File: src/rtl/fft_ctrl_pkg.sv
// Shared types and defaults for the FFT frame controller.
// Holds the FSM state enum, frame/timeout defaults and counter widths.
package fft_ctrl_pkg;

    localparam int FRAME_BITS_DEF     = 1024;
    localparam int TIMEOUT_CYCLES_DEF = 4096;
    localparam int BIT_CNT_W          = 11;

    typedef enum logic [2:0] {
        ST_IDLE    = 3'd0,
        ST_RECV    = 3'd1,
        ST_LOAD    = 3'd2,
        ST_RUN     = 3'd3,
        ST_COLLECT = 3'd4,
        ST_READY   = 3'd5
    } state_e;

endpackage

File: src/rtl/sync_edge.sv
// Two-flop synchronizer plus delay flop with registered edge pulses.
// Ports: clk, reset (sync, active-high), d_i async in, rise_o/fall_o pulses.
module sync_edge (
    input  logic clk,
    input  logic reset,
    input  logic d_i,
    output logic rise_o,
    output logic fall_o
);

    logic       s1_q, s2_q, s3_q;
    logic [1:0] fill_q;
    logic       armed_q;
    logic       rise_q, fall_q;

    // A rise only counts once a settled low has been seen after reset,
    // so a line already high at reset release is not taken as an edge.
    always_ff @(posedge clk) begin
        if (reset) begin
            s1_q    <= 1'b0;
            s2_q    <= 1'b0;
            s3_q    <= 1'b0;
            fill_q  <= 2'd0;
            armed_q <= 1'b0;
            rise_q  <= 1'b0;
            fall_q  <= 1'b0;
        end else begin
            s1_q   <= d_i;
            s2_q   <= s1_q;
            s3_q   <= s2_q;
            if (fill_q != 2'd3)
                fill_q <= fill_q + 2'd1;
            if (fill_q == 2'd3 && !s3_q)
                armed_q <= 1'b1;
            rise_q <= armed_q & s2_q & ~s3_q;
            fall_q <= ~s2_q & s3_q;
        end
    end

    assign rise_o = rise_q;
    assign fall_o = fall_q;

endmodule

File: src/rtl/fft_frame_ctrl.sv
// Frame controller between an SPI-fed MCU, an FFT engine and a collector.
// Ports: clk, reset, spi_cs, spi_sck, fft_done, buf_ready -> fft_load,
// mcu_irq, frame_err, overrun, state, frame_cnt.
module fft_frame_ctrl
    import fft_ctrl_pkg::*;
#(
    parameter int FRAME_BITS     = FRAME_BITS_DEF,
    parameter int TIMEOUT_CYCLES = TIMEOUT_CYCLES_DEF
) (
    input  logic        clk,
    input  logic        reset,
    input  logic        spi_cs,
    input  logic        spi_sck,
    input  logic        fft_done,
    input  logic        buf_ready,
    output logic        fft_load,
    output logic        mcu_irq,
    output logic        frame_err,
    output logic        overrun,
    output logic [2:0]  state,
    output logic [15:0] frame_cnt
);

    localparam int TW = (TIMEOUT_CYCLES > 1) ? $clog2(TIMEOUT_CYCLES) : 1;
    localparam logic [BIT_CNT_W-1:0] BITS_OK = BIT_CNT_W'(FRAME_BITS);
    localparam logic [TW-1:0] TMO_LAST = TW'(TIMEOUT_CYCLES - 1);

    logic cs_rise, cs_fall, sck_rise, sck_fall_unused;

    state_e               state_q, state_d;
    logic [BIT_CNT_W-1:0] bit_cnt_q, bit_cnt_d;
    logic [TW-1:0]        tmo_q, tmo_d;
    logic                 err_d;
    logic                 ovr_q, ovr_d;
    logic                 load_q, irq_q, err_q;
    logic [15:0]          cnt_q;

    sync_edge u_cs (
        .clk    (clk),
        .reset  (reset),
        .d_i    (spi_cs),
        .rise_o (cs_rise),
        .fall_o (cs_fall)
    );

    sync_edge u_sck (
        .clk    (clk),
        .reset  (reset),
        .d_i    (spi_sck),
        .rise_o (sck_rise),
        .fall_o (sck_fall_unused)
    );

    always_comb begin
        state_d   = state_q;
        bit_cnt_d = bit_cnt_q;
        tmo_d     = tmo_q;
        err_d     = 1'b0;
        ovr_d     = ovr_q;
        unique case (state_q)
            ST_IDLE: begin
                if (cs_rise) begin
                    state_d   = ST_RECV;
                    bit_cnt_d = '0;
                end
            end
            ST_RECV: begin
                if (cs_fall) begin
                    if (bit_cnt_q == BITS_OK) begin
                        state_d = ST_LOAD;
                    end else begin
                        state_d = ST_IDLE;
                        err_d   = 1'b1;
                    end
                end else if (sck_rise && bit_cnt_q != '1) begin
                    bit_cnt_d = bit_cnt_q + 1'b1;
                end
            end
            ST_LOAD: begin
                if (cs_rise)
                    ovr_d = 1'b1;
                state_d = ST_RUN;
                tmo_d   = '0;
            end
            ST_RUN: begin
                if (cs_rise)
                    ovr_d = 1'b1;
                // Done takes priority over a timeout landing on the same cycle.
                if (fft_done) begin
                    state_d = ST_COLLECT;
                end else if (tmo_q == TMO_LAST) begin
                    state_d = ST_IDLE;
                    err_d   = 1'b1;
                end else begin
                    tmo_d = tmo_q + 1'b1;
                end
            end
            ST_COLLECT: begin
                if (cs_rise)
                    ovr_d = 1'b1;
                if (buf_ready)
                    state_d = ST_READY;
            end
            ST_READY: begin
                // Next frame may arrive while MCU is still reading back.
                if (cs_rise) begin
                    state_d   = ST_RECV;
                    bit_cnt_d = '0;
                end
            end
            default: state_d = ST_IDLE;
        endcase
    end

    // Outputs registered from the next state so they are glitch-free.
    always_ff @(posedge clk) begin
        if (reset) begin
            state_q   <= ST_IDLE;
            bit_cnt_q <= '0;
            tmo_q     <= '0;
            ovr_q     <= 1'b0;
            load_q    <= 1'b0;
            irq_q     <= 1'b0;
            err_q     <= 1'b0;
            cnt_q     <= '0;
        end else begin
            state_q   <= state_d;
            bit_cnt_q <= bit_cnt_d;
            tmo_q     <= tmo_d;
            ovr_q     <= ovr_d;
            load_q    <= (state_d == ST_LOAD);
            irq_q     <= (state_d == ST_READY);
            err_q     <= err_d;
            if (state_d == ST_READY && state_q != ST_READY)
                cnt_q <= cnt_q + 16'd1;
        end
    end

    assign fft_load  = load_q;
    assign mcu_irq   = irq_q;
    assign frame_err = err_q;
    assign overrun   = ovr_q;
    assign state     = state_q;
    assign frame_cnt = cnt_q;

endmodule

File: config.mk
export PLATFORM = sky130hd
export DESIGN_NAME = fft_frame_ctrl
export DESIGN_NICKNAME = d
export VERILOG_FILES = /design/src/rtl/fft_ctrl_pkg.sv /design/src/rtl/sync_edge.sv /design/src/rtl/fft_frame_ctrl.sv
export SDC_FILE = /design/constraint.sdc
export NUM_CORES = 1
export LEC_CHECK = 0
export CAP_MARGIN = 40
export CORE_ASPECT_RATIO = 0.8
export CORE_MARGIN = 3
export CORE_UTILIZATION = 35
export DETAILED_ROUTE_END_ITERATION = 10
export GPL_ROUTABILITY_DRIVEN = 0
export SETUP_SLACK_MARGIN = 0.4
export SLEW_MARGIN = 20
export SYNTH_ARGS = -nofsm -noshare
export SYNTH_HDL_FRONTEND = slang
export SYNTH_SLANG_ARGS = --single-unit
export TNS_END_PERCENT = 1
File: constraint.sdc
create_clock -name clk -period 3.2 [get_ports clk]
set_clock_uncertainty 0.1 [all_clocks]
set_input_delay 0.32 -clock clk [delete_from_list [all_inputs] [get_ports clk]]
set_output_delay 0.32 -clock clk [all_outputs]
set_load 0.01 [all_outputs]
==> flow_metrics.env <==
export IMPL_clk_path_buf_depth=2
export IMPL_vdd_drop_max_v=0.0003290
export IMPL_drc=0
export IMPL_postSynthAreaPerCell_um2=8.933
export IMPL_cp_slowest_cell="dfxtp_1"
export IMPL_vias=2215
export IMPL_power_density_nw_per_um2=487.9
export IMPL_fp_dieW_um=105.1
export IMPL_first_pass_iters=4
export IMPL_max_freq_mhz=439.7
export IMPL_cap_violations=0
export IMPL_cp_max_fo=16
export IMPL_start_util_pct=36.53
export IMPL_rsz0062_at_grt="no"
export IMPL_synthSimpleGateAreaFrac_pct=30.20
export IMPL_hp_class="reg -> reg"
export IMPL_postSynth_asyncResetShare_pct=0
export IMPL_setup_violations=0
export IMPL_htreeDepth=3
export IMPL_power_mw=1.641
export IMPL_finalCritPeriodShare_pct=71.08
export IMPL_min_to="u_cs.fall_o"
export IMPL_synthFlopType="dfxtp_1"
export IMPL_cts_hold_buf=0
export IMPL_ant_nets=0
export IMPL_layout_drive_gt1_share_pct=9.038
export IMPL_syn_cell_area_um2=2751
export IMPL_cpPeakStageDelay_ns=0.63
export IMPL_first_iter_violations=131
export IMPL_clkTransAtPathRegs_ns=0.07
export IMPL_p_leak_nw=1.167
export IMPL_yosys_warnings=0
export IMPL_final_cell_mix="dfxtp_1 (61), nor2_1 (36), clkdlybuf4s50_1 (28)"
export IMPL_post_drt_wl_per_cell_um=12.89
export IMPL_clkLatencyLatePin_ns=0.34
export IMPL_r2r_start="state[0]"
export IMPL_r2r_end="bit_cnt_q[8]"
export IMPL_nets=351
export IMPL_path_cells="or3b_4, a2111oi_4, o211ai_2, or3_1, a21oi_1"
export IMPL_die_h_um=85.30
export IMPL_postCtsResizedCells=0
export IMPL_core_um2=7532
export IMPL_status="completed"
export IMPL_worstPathRequired_ns=3.37
export IMPL_grt_pass1_wl_mm=10.03
export IMPL_drt_wl_total_mm=5.776
export IMPL_synth_compound_area_share_pct=11.46
export IMPL_final_common_cell="dfxtp_1"
export IMPL_io_pins=29
export IMPL_worstMarginPinSlew_ns=0.6658
export IMPL_num_fill_cells=738
export IMPL_die_area_um2=8968
export IMPL_synth_nets=320
export IMPL_grtUsageTotal_pct=14.04
export IMPL_crit_path_start_kind="register"
export IMPL_grt_pass1_vias=2067
export IMPL_synth_seq_cells=61
export IMPL_clock_sinks=61
export IMPL_multi_input_area_um2=1445
export IMPL_hold_violations=0
export IMPL_min_from="u_cs.s2_q"
export IMPL_path_buf_inv=0
export IMPL_regArea_um2=1221
export IMPL_yosys_area_share_adder_pct=2.729
export IMPL_synth_edf_count=0
export IMPL_synth_mux_area_share_pct=1.455
export IMPL_endpoint_kind="register"
export IMPL_numPortBuffers=28
export IMPL_cts_buffers=9
export IMPL_cts_root_buf="clkbuf_8"
export IMPL_ys_seq_area_share_pct=44.38
export IMPL_final_max_slew_viol_count=0
export IMPL_area_growth_pct=22.24
export IMPL_crit_arrival_ns=2.45
export IMPL_ys_types=46
export IMPL_critPathTopFamily="simple AND/OR/NAND/NOR gates"
export IMPL_viasPerCell=4.944
export IMPL_regToRegSetupSlack_ns=0.93
export IMPL_antennaDiodeCount=0
export IMPL_critical_path_class="reg -> reg"
export IMPL_dp_final_hpwl_mm=4.105
export IMPL_synth_top_family_by_area="simple AND/OR/NAND/NOR gates"
export IMPL_cts_tree="yes"
export IMPL_overflow=0
export IMPL_cts_setup_buffers=0
export IMPL_antenna_found_initial=0
export IMPL_period_needed_ns=2.274
export IMPL_synth_xor_xnor_area_share_pct=6.685
export IMPL_min_path_cells=1
export IMPL_reg2regPathDepth=5
export IMPL_syn_inst=308
export IMPL_num_rows=28
export IMPL_grt_max_degree=23
export IMPL_worst_slack_ns=0.9255
export IMPL_fin_setup_tns_ns=0
export IMPL_max_slew_margin_pct=54.98
export IMPL_post_place_ws_ns=0.8355
[registers in the layout, summed over array words and instances, names as in the netlist]
signal	cells
frame_err	1
u_sck.s2_q	1
u_cs.fill_q	2
u_cs.rise_o	1
u_sck.s3_q	1
frame_cnt	16
mcu_irq	1
u_sck.armed_q	1
tmo_q	12
fft_load	1
state	3
u_cs.s1_q	1
overrun	1
u_cs.s3_q	1
bit_cnt_q	11
u_sck.rise_o	1
u_cs.s2_q	1
u_cs.armed_q	1
u_cs.fall_o	1
u_sck.s1_q	1
u_sck.fill_q	2
[synth_stat cells, types with 2 or more instances]
master	count	area, um2
inv_1	10	37.54
dfxtp_1	61	1221
and3_1	8	50.05
a21o_1	2	15.01
or4_1	3	22.52
a21oi_1	19	95.09
nor3b_1	3	22.52
nor3_1	8	40.04
o21ai_0	11	55.05
xnor2_1	9	78.83
nand2_1	24	90.09
and4bb_2	2	25.02
and4_1	6	52.55
mux2i_1	4	40.04
xor2_1	12	105.1
and2_1	2	12.51
or3_1	7	43.79
nor2_1	36	135.1
o31ai_1	3	22.52
ha_1	6	75.07
buf_1	2	7.510
nand4_1	9	56.30
or2_2	2	12.51
nor4_1	3	18.77
buf_2	2	10.01
o21a_1	5	37.54
nor4b_1	3	26.28
nor2b_1	10	62.56
or3b_2	2	17.52
nand3_1	14	70.07
clkbuf_1	5	18.77
[area by class of cell]
cell class / instances / area share [%]
multi-input combinational: 227 / 42.97
timing repair buffer: 30 / 8.780
inverter: 10 / 1.116
tap: 105 / 3.906
clock buffer: 12 / 4.911
sequential: 61 / 36.31
clock inverter: 3 / 2.009
[worst max path at each step]
stage | startpoint | end | slack (ns) | cells past startpoint
after floorplan | state[2] | bit_cnt_q[8] | 1.23 | 6
after global placement | fft_done | frame_cnt[12] | 0.87 | 6
after detailed placement | fft_done | frame_cnt[14] | 0.84 | 6
after CTS | state[0] | bit_cnt_q[8] | 0.92 | 5
after global routing | state[0] | frame_cnt[10] | 0.73 | 5
final | state[0] | bit_cnt_q[8] | 0.93 | 5
[per-layer routing]
metal / wire (um) / GRT usage, % / vias up
li1: - / - / 1151
met1: 3011 / 19.58 / 1024
met2: 2375 / 19.16 / 32
met3: 307 / 6.388 / 8
met4: 81 / 4.529 / 0
met5: 0 / 0 / -
[cell families (layout without fill, tap and decap cells)]
kind of cell	Yosys count	after routing
compound gates	48	48
xor+xnor	21	21
fa+ha+maj	6	6
buf+inv	20	55
flops	61	61
mux	4	4
simple gates	148	148
[through the flow]
step | util (%) | cells | instance area (um2) | hold slack [ns]
2_1_floorplan | - | 308 | 2751 | 0.2895
3_3_place_gp | 41.56 | 433 | 3131 | 0.2987
3_5_place_dp | 41.56 | 433 | 3131 | 0.3060
4_1_cts | 44.65 | 448 | 3363 | 0.3169
5_1_grt | 44.65 | 448 | 3363 | 0.3294
6_report | 44.65 | 448 | 3363 | 0.3127
[power breakdown]
part | switching, mW | total [mW] | internal (mW)
clock network | 0.296 | 0.795 | 0.498
registers | 0.00908 | 0.786 | 0.777
logic | 0.0319 | 0.0600 | 0.0281
No activity file was read; power rests on OpenSTA's default activity.
